$ cat src/rtl/axis_join_n.sv
// Joins N_CH AXI-Stream channels beat-by-beat into one wide output; 1-cycle latency, 1 beat/cycle.
// Each channel has a 2-deep skid FIFO, and s_ready drops when it is full. Optional AXIS_JOIN_LAST_CHECK_EN adds a sticky tlast-mismatch flag.
module axis_join_n #(
    parameter int N_CH = 2,
    parameter int W    = 64,
    parameter int U    = 8
) (
    input  logic              aclk,
    input  logic              rst,
    input  logic [N_CH-1:0]   s_valid,
    output logic [N_CH-1:0]   s_ready,
    input  logic [N_CH*W-1:0] s_data,
    input  logic [N_CH-1:0]   s_last,
    input  logic [U-1:0]      s_user,
    output logic              m_valid,
    input  logic              m_ready,
    output logic [N_CH*W-1:0] m_data,
    output logic              m_last,
    output logic [U-1:0]      m_user,
    output logic [15:0]       pkt_beats,
    output logic              err_last
);

    logic [1:0]      occ      [N_CH];
    logic [1:0]      occ_nxt  [N_CH];
    logic [W-1:0]    mem_data [N_CH][2];
    logic [1:0]      mem_last [N_CH];
    logic [U-1:0]    mem_user [2];
    logic [N_CH-1:0] rptr, wptr;
    logic [N_CH-1:0] push, avail, wr_en, head_last;
    logic [N_CH*W-1:0] head_data;
    logic [U-1:0]    head_user;
    logic            fire;

    // An empty FIFO forwards the incoming beat directly so that a join can
    // fire in the same cycle the beat arrives.
    always_comb begin
        push      = '0;
        avail     = '0;
        head_data = '0;
        head_last = '0;
        for (int i = 0; i < N_CH; i++) begin
            push[i]  = s_valid[i] & s_ready[i];
            avail[i] = (occ[i] != 2'd0) | push[i];
            if (occ[i] != 2'd0) begin
                head_data[i*W +: W] = mem_data[i][rptr[i]];
                head_last[i]        = mem_last[i][rptr[i]];
            end else begin
                head_data[i*W +: W] = s_data[i*W +: W];
                head_last[i]        = s_last[i];
            end
        end
        head_user = (occ[0] != 2'd0) ? mem_user[rptr[0]] : s_user;
        fire      = (&avail) & (~m_valid | m_ready);
        wr_en     = '0;
        for (int i = 0; i < N_CH; i++) begin
            wr_en[i]   = push[i] & ~(fire & (occ[i] == 2'd0));
            occ_nxt[i] = occ[i] + {1'b0, push[i]} - {1'b0, fire};
        end
    end

    always_ff @(posedge aclk) begin
        if (rst) begin
            for (int i = 0; i < N_CH; i++) occ[i] <= 2'd0;
            rptr      <= '0;
            wptr      <= '0;
            s_ready   <= '0;
            m_valid   <= 1'b0;
            m_last    <= 1'b0;
            pkt_beats <= 16'd0;
        end else begin
            for (int i = 0; i < N_CH; i++) begin
                occ[i]     <= occ_nxt[i];
                s_ready[i] <= (occ_nxt[i] != 2'd2);
                if (wr_en[i])
                    wptr[i] <= ~wptr[i];
                if (fire && (occ[i] != 2'd0))
                    rptr[i] <= ~rptr[i];
            end
            if (fire) begin
                m_valid <= 1'b1;
                m_last  <= head_last[0];
            end else if (m_ready) begin
                m_valid <= 1'b0;
            end
            if (m_valid && m_ready)
                pkt_beats <= m_last ? 16'd0 : pkt_beats + 16'd1;
        end
    end

    // Payload storage carries no reset; its contents are qualified by occ/m_valid.
    always_ff @(posedge aclk) begin
        for (int i = 0; i < N_CH; i++) begin
            if (wr_en[i]) begin
                mem_data[i][wptr[i]] <= s_data[i*W +: W];
                mem_last[i][wptr[i]] <= s_last[i];
            end
        end
        if (wr_en[0])
            mem_user[wptr[0]] <= s_user;
        if (fire) begin
            m_data <= head_data;
            m_user <= head_user;
        end
    end

`ifdef AXIS_JOIN_LAST_CHECK_EN
    always_ff @(posedge aclk) begin
        if (rst)
            err_last <= 1'b0;
        else if (fire && !((&head_last) || (~|head_last)))
            err_last <= 1'b1;
    end
`else
    assign err_last = 1'b0;
`endif

endmodule

$ cat config.mk
export PLATFORM = sky130hd
export DESIGN_NAME = axis_join_n
export DESIGN_NICKNAME = d
export VERILOG_FILES = /design/src/rtl/axis_join_n.sv
export SDC_FILE = /design/constraint.sdc
export NUM_CORES = 1
export LEC_CHECK = 0
export BUFFER_PORTS_ARGS = -buffer_cell sky130_fd_sc_hd__buf_2
export CAP_MARGIN = 25
export CORE_UTILIZATION = 45
export DETAILED_ROUTE_END_ITERATION = 10
export PLACE_DENSITY = 0.67
export SYNTH_ARGS = -nofsm -noshare
export SYNTH_HDL_FRONTEND = slang
export SYNTH_SLANG_ARGS = --single-unit
export TNS_END_PERCENT = 10
$ cat constraint.sdc
create_clock -name aclk -period 10 [get_ports aclk]
set_input_delay 1.5 -clock aclk [delete_from_list [all_inputs] [get_ports aclk]]
set_output_delay 1.5 -clock aclk [all_outputs]
set_load 0.02 [all_outputs]
==> results.py, run 1 <==
metrics = {
    "power": {
        "ir_worst_vdd_v": 0.000322,
        "p_per_area_nw_per_um2": 308,
        "power.leakage_nw": 7.08,
    },
    "floorplan": {
        "dieArea_um2": 37500,
        "rows": 69,
        "core_um2": 35800,
        "die_w_um": 194,
        "io_pins": 300,
        "start_util_pct": 46.1,
        "die_y_um": 194,
    },
    "synthesis": {
        "yosysSeqAreaShare_pct": 78.0,
        "synthCells": 1020,
        "syn_area_um2": 16500,
        "synth_edf_count": 410,
        "synth_cell_type_count": 45,
        "syn_avg_cell_area_um2": 16.2,
        "synth_flop_cell": "edfxtp_1",
        "yosysTopAreaCellShare_pct": 74.5,
        "synth_top_area_cell": "edfxtp_1",
        "synth-async-reset-ratio_pct": 0,
        "syn-num-nets": 1166,
        "synth.area.top_cells": "edfxtp_1 (75%), mux2i_1 (8.4%), dfxtp_1 (3.5%), nor2_1 (2.1%), a21oi_1 (2.1%)",
        "ys_ff_latch": 439,
        "ys_warn_count": 0,
        "yosysMostFrequentCell": "edfxtp_1",
        "synth_common_cells": "edfxtp_1 (410), mux2i_1 (138), nor2_1 (92), nand2_1 (81), a21oi_1 (68)",
    },
    "layout": {
        "fin_util_pct": 55.5,
        "syn_to_final_growth_pct": 20.3,
        "final-instance-count-excl-fill": 1821,
        "fill_cells": 2843,
        "fin_nets": 1468,
        "drive_above_1_share_pct": 28.7,
    },
    "timing": {
        "slew_headroom_pct": 35.9,
        "layout_setup_ws_ns": 6.33,
        "layout_min_cycle_time_ns": 3.67,
        "whs_ns": 0.510,
        "fin_tns_setup_ns": 0,
        "fmax_mhz": 272,
        "clock_skew_ns": 0.0126,
        "slew_viol_final": 0,
        "rsz0062_at_grt": "false",
        "finalHoldViolCount": 0,
        "min_period_over_period_pct": 36.7,
        "setup_viol": 0,
        "tightestPinTransition_ns": 0.961,
    },
    "clocking": {
        "clockRootBuffer": "clkbuf_16",
        "cts_hold_buf": 0,
        "cts_made_buffers": 44,
        "cts_tree": "done",
        "cts.sinks": 439,
        "clockBufferDepth": 3,
        "postCtsSetupBuffers": 0,
        "htree_levels": 2,
        "cts_resized": 0,
        "clkSlewWorstSetupHoldPaths_ns": 0.06,
        "insertion_delay_ns": 0.55,
    },
    "drt": {
        "wl_um": 32600,
        "drc": 0,
        "firstDrtPassIters": 4,
        "routed.top_layer": "met5",
        "wl_met2_um": 15400,
        "drtIter0Drc": 432,
        "vias": 9178,
        "final_antenna_net_count": 0,
        "vias_per_cell": 5.04,
        "wl_met1_um": 13800,
        "post_drt_wl_per_cell_um": 17.9,
        "met3_length_um": 2760,
    },
    "setup_path": {
        "worstSetupPathType": "in -> reg",
        "r2r-start": "occ[0][3]",
        "critPathLaunchType": "input pin",
        "rrSetupSlack_ns": 7.05,
        "arrival_ns": 3.86,
        "worstPathRequired_ns": 10.18,
        "critPathCaptureType": "flip-flop",
        "r2r_cells": 4,
        "crit_path_max_fanout": 51,
        "reg2reg_to": "mem_data[0][86]",
    },
    "grt": {
        "grt.overflow.total": 0,
        "grt_pass1_vias": 9157,
        "grt_antenna_before_repair": 9,
        "grt_usage_pct": 17.5,
        "grt_max_degree": 138,
        "grt_pass1_wl_um": 51000,
    },
    "worst_hold_path": {
        "min_path_type": "reg -> reg",
        "hold_end": "pkt_beats[1]",
        "min-delay-start": "pkt_beats[1]",
        "hold_depth": 2,
    },
    "status": {
        "status": "complete, no violations",
    },
    "placement": {
        "placement.io_buffers": 297,
        "gp_congestion": 0.771,
        "place_hpwl_um": 19800,
        "place_inst": 1736,
        "pre_cts_ws_ns": 5.73,
    },
    "run": {
        "maxCapViolCount": 0,
    },
}
per-stage QoR:
stage / total power [W] / instance area, um^2
after floorplan: 0.00412 / 16500
after global placement: 0.00458 / 18500
after detailed placement: 0.00463 / 18500
after CTS: 0.00620 / 19800
after global routing: 0.00646 / 19900
final: 0.00612 / 19900
layer usage:
layer	vias to the layer above	GRT usage, %
li1	4461	-
met1	4407	23.0
met2	257	27.6
met3	45	5.74
met4	8	5.63
met5	-	0
final cells by class:
type	instances	area, um^2	area share [%]
Inverter	4	15.0	0.0756
Sequential cell	439	12900	64.9
Multi-Input combinational cell	525	3390	17.1
Tap cell	461	577	2.90
Clock inverter	24	179	0.901
Antenna cell	6	15.0	0.0756
Clock buffer	54	1190	5.99
Timing Repair Buffer	308	1600	8.06
how the worst max path moves through the flow:
| stage | from | endpoint | depth (start not counted) |
|---|---|---|---|
| global placement | s_valid[1] | mem_data[0][84] | 5 |
| finish | s_valid[1] | mem_data[0][86] | 5 |
| CTS | s_valid[1] | mem_data[0][92] | 5 |
| floorplan | m_ready | s_ready[1] | 9 |
| global route | s_valid[1] | mem_data[0][95] | 5 |
| detailed placement | s_valid[1] | mem_data[0][83] | 5 |
critical path: stages:
cell	delay, ns
buf_2	0.11
a211oi_2	0.60
o31a_1	0.27
nor2b_4	0.62
buf_4	0.70
cell usage in the layout, fill, tap and decap left out, types with 3 or more instances in the layout:
cell / Yosys / layout
a21oi_1: 68 / 68
a31oi_1: 3 / 3
buf_2: 28 / 297
buf_4: 3 / 9
clkbuf_1: 19 / 7
clkbuf_16: 0 / 46
clkinv_1: 0 / 10
clkinv_2: 0 / 8
dfxtp_1: 29 / 27
diode_2: 0 / 6
edfxtp_1: 410 / 410
ha_1: 3 / 3
inv_1: 4 / 4
mux2i_1: 138 / 138
nand2_1: 81 / 81
nand3_1: 4 / 4
nor2_1: 92 / 92
nor2b_4: 1 / 3
nor3_1: 3 / 3
nor4_2: 3 / 3
o21ai_0: 65 / 65
o21ai_1: 8 / 8
xnor2_1: 13 / 13
xor2_1: 7 / 7
cells by family (layout without fill, tap and decap cells):
group | after synthesis | in the layout | share of synthesized area [%]
AOI/OAI and AO/OA | 155 | 155 | 5.07
xor gates and xnor gates | 20 | 20 | 1.06
adders and majority gates | 3 | 3 | 0.227
buffers and inverters | 56 | 390 | 1.64
DFF | 439 | 439 | 78.0
muxes | 138 | 138 | 8.36
other | 1 | 7 | 0.0227
and+or+nand+nor | 208 | 208 | 5.58
sequential cells by signal, indices dropped and copies added, names as in the netlist, named ones only:
signal     count
m_data       128
mem_user      16
m_valid        1
pkt_beats     16
mem_last       2
m_last         1
occ            4
s_ready        2
m_user         8
mem_data     256
wptr           2
rptr           2
where the power goes:
part	switching, W	internal (W)	total [W]
Sequential	0.000146	0.00263	0.00278
Clock	0.000661	0.000897	0.00156
Combinational	0.00122	0.000565	0.00179
Note: power is estimated with default switching activity, not from simulation.
==> run 2: changes to the inputs <==
Clock period 10 ns to 3.5 ns, I/O delays scaled along.
==> results.py, run 2 (same netlist as run 1, synthesis figures left out) <==
metrics = {
    "status": {
        "status": "complete, no violations",
    },
    "power": {
        "power_w": 0.0177,
        "p_per_area_nw_per_um2": 883,
        "ir_worst_vdd_v": 0.000803,
        "power.leakage_nw": 7.14,
    },
    "layout": {
        "final_cell_mix": "edfxtp_1 (410), buf_2 (297), mux2i_1 (138)",
        "syn_to_final_growth_pct": 21.3,
        "drive_above_1_share_pct": 28.8,
        "fin_nets": 1475,
        "layout_commonest_cell": "edfxtp_1",
        "fin_util_pct": 55.9,
        "largest_reg_flops": 256,
    },
    "floorplan": {
        "die_y_um": 194,
        "start_util_pct": 46.1,
        "io_pins": 300,
        "core_um2": 35800,
        "die_w_um": 194,
        "rows": 69,
        "dieArea_um2": 37500,
    },
    "clocking": {
        "clockBufferDepth": 3,
        "cts_hold_buf": 0,
        "cts.sinks": 439,
        "cts_made_buffers": 45,
        "postCtsSetupBuffers": 0,
        "cts_resized": 0,
        "clkSlewWorstSetupHoldPaths_ns": 0.06,
        "insertion_delay_ns": 0.56,
        "cts_tree": "done",
        "htree_levels": 2,
        "clockRootBuffer": "clkbuf_16",
    },
    "setup_path": {
        "critPathLaunchType": "flip-flop",
        "cp_cell_sequence": "nor2b_4 > o31a_1 > and2_4 > buf_4",
        "worstSetupPathType": "reg -> reg",
        "worstPathRequired_ns": 3.75,
        "crit_path_max_fanout": 39,
        "arrival_ns": 2.57,
        "r2r-start": "m_valid",
        "cpMaxStageDelayCell": "and2_4",
        "rrSetupSlack_ns": 1.18,
        "critPathCaptureType": "flip-flop",
        "r2r_cells": 4,
        "critPathMaxStageDelay_ns": 0.54,
        "setup.worst_path.start": "m_valid",
        "reg2reg_to": "mem_data[0][10]",
        "worstSetupEndpoint": "mem_data[0][10]",
    },
    "placement": {
        "gp_congestion": 0.744,
        "place_hpwl_um": 20500,
        "pre_cts_ws_ns": 1.02,
        "placement.io_buffers": 297,
    },
    "run": {
        "maxCapViolCount": 0,
    },
    "drt": {
        "drtIter0Drc": 449,
        "firstDrtPassIters": 4,
        "post_drt_wl_per_cell_um": 17.7,
        "final_antenna_net_count": 0,
        "wl_um": 32500,
        "vias_per_cell": 4.98,
        "vias": 9121,
        "drc": 0,
    },
    "grt": {
        "grt.overflow.total": 0,
        "grt_pass1_wl_um": 50300,
        "grt_usage_pct": 17.3,
        "grt_antenna_before_repair": 12,
        "grt_max_degree": 138,
        "grt_pass1_vias": 9195,
    },
    "timing": {
        "fmax_mhz": 432,
        "min_period_over_period_pct": 66.2,
        "layout_setup_ws_ns": 1.18,
        "slew_headroom_pct": 32.9,
        "rsz0062_at_grt": "false",
        "fin_tns_setup_ns": 0,
        "finalHoldViolCount": 0,
        "layout_min_cycle_time_ns": 2.32,
        "clock_skew_ns": 0.00707,
        "tightestPinTransition_ns": 1.01,
        "slew_viol_final": 0,
        "setup_viol": 0,
    },
    "worst_hold_path": {
        "min_path_type": "in -> reg",
    },
}
-- run 2: area by class of cell --
cell class              instances  area, um^2
flip-flops and latches        439       12900
fillers                      2843       15800
repair buffers                314        1750
clock buffers                  60        1200
multi-input cells             525        3390
well taps                     461         577
clock inverters                23         185
diodes                          4        10.0
inverters                       4        15.0
-- run 2: critical path, delay by kind of cell (launching register included) --
| kind | cells | cell delay (ns) |
|---|---|---|
| and+or+nand+nor | 2 | 0.90 |
| AOI/OAI and AO/OA | 1 | 0.24 |
| buffers and inverters | 1 | 0.33 |
| DFF | 1 | 0.51 |
-- run 2: worst min-delay path by stage --
stage | start | to | slack, ns | cells past startpoint
floorplan | wptr[0] | wptr[0] | 0.50 | 2
global placement | pkt_beats[1] | pkt_beats[1] | 0.48 | 2
detailed placement | pkt_beats[1] | pkt_beats[1] | 0.49 | 2
CTS | s_data[21] | mem_data[0][85] | 0.13 | 1
global route | s_data[21] | mem_data[0][85] | 0.14 | 1
finish | s_data[47] | mem_data[0][47] | 0.17 | 1
-- run 2: power by group --
| group | internal (W) | total (W) | switching (W) |
|---|---|---|---|
| logic | 0.00173 | 0.00510 | 0.00337 |
| registers | 0.00751 | 0.00807 | 0.000560 |
| clock network | 0.00263 | 0.00452 | 0.00189 |
| total | 0.0119 | 0.0177 | 0.00582 |
-- run 2: metal layers --
layer	vias up	global-route usage, %	wire length [um]
met5	-	0	89
li1	4463	-	-
met3	62	6.99	2900
met4	16	5.81	701
met2	265	27.4	15100
met1	4315	21.6	13700
-- run 2: per-stage QoR --
step                      hold WS (ns)  instances  instance area (um^2)
after global placement           0.484       1743                 18600
after floorplan                  0.498       1020                 16500
after global routing             0.138       1829                 20000
final                            0.168       1830                 20000
after CTS                        0.129       1826                 20000
after detailed placement         0.489       1743                 18600
